### src/rtl/blink_pkg.sv
// Shared definitions for the pushbutton debouncer: FSM state encoding and
// default timing parameters (sized for a 100 MHz system clock).
package blink_pkg;

    localparam int unsigned DEFAULT_DEBOUNCE_CYCLES = 1_000_000;
    localparam int unsigned DEFAULT_LONG_CYCLES     = 100_000_000;

    typedef enum logic [1:0] {
        RELEASED    = 2'd0,
        PRESS_CHK   = 2'd1,
        PRESSED     = 2'd2,
        RELEASE_CHK = 2'd3
    } btn_state_e;

endpackage

### src/rtl/button_debounce_sync2.sv
// Two-flop synchronizer that brings one asynchronous bit into the clk domain.
module sync2 (
    input  logic clk,
    input  logic rst_n,
    input  logic d,
    output logic q
);

    logic meta_q;
    logic meta_d;
    logic sync_q;
    logic sync_d;

    always_comb begin
        meta_d = d;
        sync_d = meta_q;
    end

    always_ff @(posedge clk) begin
        if (!rst_n) begin
            meta_q <= 1'b0;
            sync_q <= 1'b0;
        end else begin
            meta_q <= meta_d;
            sync_q <= sync_d;
        end
    end

    assign q = sync_q;

endmodule

### src/rtl/button_debounce.sv
// Pushbutton debouncer: accepts a level change only after the synchronized input
// has been stable for DEBOUNCE_CYCLES, and flags holds that last LONG_CYCLES.
module button_debounce
    import blink_pkg::*;
#(
    parameter int unsigned DEBOUNCE_CYCLES = DEFAULT_DEBOUNCE_CYCLES,
    parameter int unsigned LONG_CYCLES     = DEFAULT_LONG_CYCLES
) (
    input  logic       clk,
    input  logic       rst_n,
    input  logic       btn_raw,
    output logic       btn_level,
    output logic       press_pulse,
    output logic       release_pulse,
    output logic       long_press,
    output logic [7:0] press_count
);

    localparam logic [31:0] DEB_LAST  = 32'(DEBOUNCE_CYCLES - 1);
    localparam logic [31:0] LONG_LAST = 32'(LONG_CYCLES - 1);
    localparam logic [31:0] LONG_SAT  = 32'(LONG_CYCLES);

    logic btn_sync;

    sync2 u_sync2 (
        .clk   (clk),
        .rst_n (rst_n),
        .d     (btn_raw),
        .q     (btn_sync)
    );

    btn_state_e  state_q,    state_d;
    logic [31:0] deb_cnt_q,  deb_cnt_d;
    logic [31:0] hold_cnt_q, hold_cnt_d;
    logic        level_q,    level_d;
    logic        press_q,    press_d;
    logic        release_q,  release_d;
    logic        long_q,     long_d;
    logic [7:0]  count_q,    count_d;
    logic        hold_run;

    always_comb begin
        state_d    = state_q;
        deb_cnt_d  = deb_cnt_q;
        hold_cnt_d = hold_cnt_q;
        level_d    = level_q;
        press_d    = 1'b0;
        release_d  = 1'b0;
        long_d     = 1'b0;
        count_d    = count_q;
        hold_run   = 1'b0;

        case (state_q)
            RELEASED: begin
                if (btn_sync) begin
                    state_d   = PRESS_CHK;
                    deb_cnt_d = '0;
                end
            end
            PRESS_CHK: begin
                if (!btn_sync) begin
                    state_d = RELEASED;
                end else if (deb_cnt_q == DEB_LAST) begin
                    state_d    = PRESSED;
                    press_d    = 1'b1;
                    level_d    = 1'b1;
                    count_d    = count_q + 8'd1;
                    hold_cnt_d = '0;
                end else begin
                    deb_cnt_d = deb_cnt_q + 32'd1;
                end
            end
            PRESSED: begin
                hold_run = 1'b1;
                if (!btn_sync) begin
                    state_d   = RELEASE_CHK;
                    deb_cnt_d = '0;
                end
            end
            RELEASE_CHK: begin
                // The hold keeps timing through a release glitch; only an
                // accepted release stops it, so long_press never collides with it.
                if (btn_sync) begin
                    state_d  = PRESSED;
                    hold_run = 1'b1;
                end else if (deb_cnt_q == DEB_LAST) begin
                    state_d   = RELEASED;
                    release_d = 1'b1;
                    level_d   = 1'b0;
                end else begin
                    deb_cnt_d = deb_cnt_q + 32'd1;
                    hold_run  = 1'b1;
                end
            end
            default: begin
                state_d = RELEASED;
            end
        endcase

        if (hold_run) begin
            if (hold_cnt_q != LONG_SAT) begin
                hold_cnt_d = hold_cnt_q + 32'd1;
            end
            if (hold_cnt_q == LONG_LAST) begin
                long_d = 1'b1;
            end
        end
    end

    always_ff @(posedge clk) begin
        if (!rst_n) begin
            state_q    <= RELEASED;
            deb_cnt_q  <= '0;
            hold_cnt_q <= '0;
            level_q    <= 1'b0;
            press_q    <= 1'b0;
            release_q  <= 1'b0;
            long_q     <= 1'b0;
            count_q    <= '0;
        end else begin
            state_q    <= state_d;
            deb_cnt_q  <= deb_cnt_d;
            hold_cnt_q <= hold_cnt_d;
            level_q    <= level_d;
            press_q    <= press_d;
            release_q  <= release_d;
            long_q     <= long_d;
            count_q    <= count_d;
        end
    end

    assign btn_level     = level_q;
    assign press_pulse   = press_q;
    assign release_pulse = release_q;
    assign long_press    = long_q;
    assign press_count   = count_q;

endmodule

### config.mk
export PLATFORM = sky130hd
export DESIGN_NAME = button_debounce
export DESIGN_NICKNAME = d
export VERILOG_FILES = /design/src/rtl/blink_pkg.sv /design/src/rtl/button_debounce_sync2.sv /design/src/rtl/button_debounce.sv
export SDC_FILE = /design/constraint.sdc
export NUM_CORES = 1
export LEC_CHECK = 0
export ABC_AREA = 1
export BUFFER_PORTS_ARGS = -buffer_cell sky130_fd_sc_hd__buf_4
export CELL_PAD_IN_SITES_DETAIL_PLACEMENT = 1
export CELL_PAD_IN_SITES_GLOBAL_PLACEMENT = 1
export CORE_UTILIZATION = 44
export CTS_CLUSTER_SIZE = 28
export DETAILED_ROUTE_END_ITERATION = 10
export HOLD_SLACK_MARGIN = 0.03
export PLACE_DENSITY_LB_ADDON = 0.1
export SLEW_MARGIN = 20
export SYNTH_ARGS = -nofsm -noshare
export SYNTH_HDL_FRONTEND = slang
export SYNTH_SLANG_ARGS = --single-unit
### constraint.sdc
create_clock -name clk -period 2 [get_ports clk]
set_input_delay 0.3 -clock clk [delete_from_list [all_inputs] [get_ports clk]]
set_output_delay 0.3 -clock clk [all_outputs]
set_load 0.005 [all_outputs]
# Word level (Yosys, flattened, before mapping)
# Cells that the tools add are included.
# totals
regBits,80
word_cells,66
# classes
n_eq_ne,14
n_bitwise,2
n_addsub,3
n_reduce_logical,9
n_mux,28
# ops
operator,n
32-bit 2-to-1 mux,10
32-bit case mux with 4 select lines,1
"32-bit by 1-bit adder with 32-bit output, second input constant",2
"32-bit by 20-bit equality test with 1-bit output, second input constant",1
"32-bit by 27-bit equality test with 1-bit output, second input constant",1
"32-bit by 27-bit inequality test with 1-bit output, second input constant",1
2-bit 2-to-1 mux,6
"8-bit by 1-bit adder with 8-bit output, second input constant",1
1-bit 2-to-1 mux,8
"2-bit inequality test, second input constant",4
2-bit case mux with 4 select lines,1
4-bit AND reduction,2
3-bit AND reduction,2
5-bit AND reduction,1
"2-bit equality test, second input constant",2
"2-bit by 1-bit inequality test with 1-bit output, second input constant",2
1-bit case mux with 2 select lines,2
"3-bit by 2-bit inequality test with 1-bit output, second input constant",1
"3-bit inequality test, second input constant",1
3-bit OR reduction,1
"2-bit by 1-bit equality test with 1-bit output, second input constant",1
2-bit logical NOT,1
1-bit inverter,2
2-bit AND reduction,1
2-bit nonzero test,1

# Depth between registers and ports, before layout
# logic_depth
word_depth,6
depth_mapped,13
mapped_depth_nobuf,12

# Cells and area by module
# Synthesis repeated with hierarchy kept, for this count alone.
# unflattened
hier_cells,892
hier_area_um2,5346.4
# modules_own_cells
mod,seq_area_each_um2,cells_per_inst,instances,area_per_inst_um2
button_debounce,1561.5,886,1,5291.3
sync2,40.0,6,1,55.1

# Worst setup path after synthesis
# Ideal clock, no wire load.
# synth_timing
path_type,register to register
start,reg deb_cnt_q[0]
end,reg hold_cnt_q[9]
setup_time_ps,132
synth_period_minus_slack_ps,1762
t_arrival_ps,1629
n_path_buf,2
path_stages_with_launch,13
setup_slack_ps,238
path_cell_list,dfxtp_1 > ha_1 > nand3_2 > clkinv_1 > nand2_1 > nor2_4 > nand3_4 > nand2_4 > nand2_4 > buf_6 > buf_6 > nand2_1 > a21oi_1
# synth_via
elab_chain_cells,6
# synth_lines
element,line,text
start: declaration,button_debounce.sv:33,"logic [31:0] deb_cnt_q, deb_cnt_d;"
start signal: assignment,button_debounce.sv:122,deb_cnt_q <= deb_cnt_d;
32-bit by 20-bit equality test with 1-bit output (*),"button_debounce.sv:63, button_debounce.sv:86",
32-bit 2-to-1 mux,button_debounce.sv:63,end else if (deb_cnt_q == DEB_LAST) begin
32-bit 2-to-1 mux,button_debounce.sv:61,if (!btn_sync) begin
32-bit 2-to-1 mux,button_debounce.sv:53,case (state_q)
32-bit 2-to-1 mux,button_debounce.sv:101,if (hold_cnt_q != LONG_SAT) begin
32-bit 2-to-1 mux (*),button_debounce.sv:100,if (hold_run) begin
end signal: assignment,button_debounce.sv:123,hold_cnt_q <= hold_cnt_d;
end: declaration,button_debounce.sv:34,"logic [31:0] hold_cnt_q, hold_cnt_d;"
# Every way passes the cells marked *; elsewhere a longest branch is shown, timed or not.
# A chain may end at the register's enable or synchronous reset.

# Worst setup path after layout
# layout_timing
start,reg deb_cnt_q[22]
end,reg hold_cnt_q[1]
# Same word-level chain as after synthesis.

==> run summary <==
Critical Path RT: 2.29 ns
Seq. cell area: 1600 sq um
worst hold stages: 3
Hold Vio Cnt, Final: 0
Setup Fix Bufs, Post-CTS: 0
CTS tree: built
DR vias/cell: 5.57
CP arrival: 2.18 ns
Gate Count Post-Synth: 872
Clock Tree Root: clkbuf_16
height of the die: 111 um
top cell type by total area after synthesis: dfxtp_1
Crit. End Element: register
Reg2Reg Setup Slack: 0.11 ns
placer congestion estimate: 0.924
clk buf depth: 2
Synth-to-Final Area Change: 15.2%
IO Count: 15
GRT Residual Overflow: 0
Leak: 2.16 nW
share of cells above drive strength 1: 11.5%
synth top area cells: dfxtp_1 31%, nand2_1 19%, nor2_1 12%
actual slew at the worst max-slew pin: 0.490 ns
CP max stage cell: dfxtp_1
All-Layer GR Usage: 30.4%
Max stage delay on crit path: 0.34 ns
Finish-stage setup viols: 0
clock latency reported for the late side of the worst-skew pair: 0.35 ns
First DRT Iteration DRCs: 429
CP delay by family, top: simple AND/OR/NAND/NOR gates
worst min path class: in2reg
Die X: 111 um
antenna violations before repair: 0
die footprint: 12300 sq um
RR Endpoint: hold_cnt_q[1]$_SDFF_PN0_
Max Cap Viol: 0
unrepaired setup endpoints after global routing: yes
FP Rows: 39
max-slew violations: 0
# diodes: 0
Inserted Clock Buffers: 9
Hold Startpoint: btn_raw
YS warnings: 0
core area: 11500 sq um
Hold Path Sink: u_sync2.meta_q$_SDFF_PN0_
number of buffers added on ports: 14
worst r2r path cells: 12
H-tree levels: 3
largest net degree at the start of global routing: 43
Remaining DRCs: 0
fill count: 1583
share of the synthesized area in the top cell type: 30.8%
critical path class: reg2reg
status: finished, final reports clean
vias in the first global route: 5902
Final ANT Viol Nets: 0
Via Count: 5852
synthesized area: 5200 sq um
Clock Skew: 0.0108 ns
worst path buffer plus inverter count: 2
average size of a mapped cell: 5.97 sq um
Synth Register Bits: 80
R2R Path Start: deb_cnt_q[22]$_SDFFE_PN0P_
Syn Nets: 879
CP most frequent cell: nand2_1
fmax: 0.529 GHz
Starting Density: 45.4%
final worst-path cycle share: 94.5%
PD cells: 583 nW/um^2
CTS clk-pin slew, worst paths: 0.06 ns
routed len/inst: 17.0 um
final total power: 3.50 mW
critical path startpoint category: register
Seq/Total Area, Yosys: 30.8%
clk sinks: 80
Pre-Repair DR Iteration Count: 5
Final Non-Filler Cells: 1051
worst-path maximum fanout: 19
EDFF count, synth: 0
Tmin final: 1.89 ns
Async SR Flop Fraction: 0%
first-pass GRT wire length: 29900 um
Netlist cell types: 37
relative slew slack: 67.2%
Nets: 910
top_reg_cell synth: dfxtp_1
worst path cell trace: inv_1 > nand2_1 > nor2_1 > nand2_1 > nor2_4 > nand3_4 > nand2_4 > nand2_4 > buf_4 > nand3b_1 > nand2_1 > nor2_1
dpl cells: 1035
area of the multi-input gates: 3160 sq um
Final HPWL DP: 12900 um
DRT Wirelength: 17900 um
VDD IR max: 0.000360 V
[cells in the mapped netlist (4+ instances only)]
cell	instances
a21oi_1	48
buf_2	6
buf_6	6
clkbuf_1	14
dfxtp_1	80
ha_1	4
inv_1	73
inv_2	14
nand2_1	266
nand3_1	53
nand3b_1	5
nand4_1	46
nor2_1	171
nor3_1	24
o21ai_0	6
o21ai_1	6
xor2_1	17
[worst reg2reg max path, cell delays in order (launching register included)]
cell and delay (ns):
dfxtp_1 0.34, inv_1 0.13, nand2_1 0.07, nor2_1 0.11, nand2_1 0.16, nor2_4 0.19
nand3_4 0.13, nand2_4 0.11, nand2_4 0.07, buf_4 0.22, nand3b_1 0.14, nand2_1 0.07
nor2_1 0.08
[cell families (layout without fill, tap and decap cells)]
kind of cell	after synthesis	in the layout	synth area share (%)
buf+inv	116	152	9.52
xor+xnor	19	19	3.20
flops	80	80	30.8
compound gates	68	68	7.04
simple gates	585	585	48.5
fa+ha+maj	4	4	0.962
[worst max-delay path by stage]
stage                                          start                          to  slack (ns)  cells past startpoint
after floorplan            deb_cnt_q[0]$_SDFFE_PN0P_    hold_cnt_q[9]$_SDFF_PN0_        0.24                     12
after detailed placement   deb_cnt_q[0]$_SDFFE_PN0P_  deb_cnt_q[20]$_SDFFE_PN0P_       -0.07                     11
after global routing      deb_cnt_q[22]$_SDFFE_PN0P_    hold_cnt_q[1]$_SDFF_PN0_       -0.04                     12
after global placement     deb_cnt_q[0]$_SDFFE_PN0P_  deb_cnt_q[20]$_SDFFE_PN0P_        0.06                     11
after CTS                  deb_cnt_q[0]$_SDFFE_PN0P_  deb_cnt_q[10]$_SDFFE_PN0P_        0.02                     13
final                     deb_cnt_q[22]$_SDFFE_PN0P_    hold_cnt_q[1]$_SDFF_PN0_        0.11                     12
[registers in the layout (all words and copies together), names as in the netlist, named ones only]
register and count:
u_sync2.q 1, state_q 1, long_press 1, deb_cnt_q 32, u_sync2.meta_q 1, release_pulse 1, press_count 8, btn_level 1
press_pulse 1, hold_cnt_q 32
[metal layers]
layer,track usage (%),wire (um),up-vias
met1,41.5,8490,2823
li1,-,-,2850
met3,3.77,869,31
met4,11.0,390,0
met5,0,0,-
met2,48.9,8110,148
[cells in the final DEF (no fill, tap or decap), types with 2 or more instances in the layout]
| master | Yosys | routed |
|---|---|---|
| o21ai_0 | 6 | 6 |
| clkbuf_16 | 0 | 9 |
| a21oi_1 | 48 | 48 |
| nand4_1 | 46 | 46 |
| nor2_4 | 2 | 3 |
| o21ai_1 | 6 | 6 |
| buf_4 | 2 | 43 |
| dfxtp_1 | 80 | 78 |
| inv_1 | 73 | 73 |
| nand2_4 | 3 | 3 |
| buf_12 | 0 | 2 |
| buf_6 | 6 | 2 |
| clkbuf_8 | 0 | 4 |
| nor4_1 | 3 | 3 |
| nor2_2 | 3 | 7 |
| o21a_1 | 2 | 2 |
| nand3_2 | 1 | 2 |
| inv_2 | 14 | 13 |
| nand2_1 | 266 | 266 |
| xor2_1 | 17 | 17 |
| dfxtp_2 | 0 | 2 |
| nor3_1 | 24 | 22 |
| o21bai_1 | 3 | 3 |
| xnor2_1 | 2 | 2 |
| nand3b_1 | 5 | 5 |
| ha_1 | 4 | 3 |
| nor3_2 | 0 | 2 |
| nor2_1 | 171 | 166 |
| nand3_1 | 53 | 52 |
[report_power, final]
group | leakage (nW) | switching [mW] | internal (mW)
clock network | 0.159 | 0.698 | 1.10
registers | 0.646 | 0.00458 | 1.60
logic | 1.35 | 0.0711 | 0.0232
[stage by stage]
step	setup TNS, ns	instance area, sq um	util, %	hold WS [ns]	worst slack (ns)
after floorplan	0	5200	-	0.390	0.238
after global placement	0	5600	48.9	0.406	0.0649
after detailed placement	-0.123	5600	48.9	0.410	-0.0656
after CTS	0	5920	51.7	0.138	0.0159
after global routing	-0.0612	5990	52.3	0.173	-0.0449
final	0	5990	52.3	0.141	0.109
[final cells by class]
cell class | instances | area share [%]
Inverter | 88 | 5.59
Clock inverter | 2 | 0.585
Clock buffer | 14 | 4.74
Sequential cell | 80 | 26.8
Timing Repair Buffer | 48 | 6.68
Multi-Input combinational cell | 676 | 52.7
Tap cell | 143 | 2.99
[repair_timing]
item,CTS,global route
gates cloned,0,0
resized for setup,1,19
hold buffers,0,0
setup endpoints to repair,7,56
No activity file was read; power rests on OpenSTA's default activity.
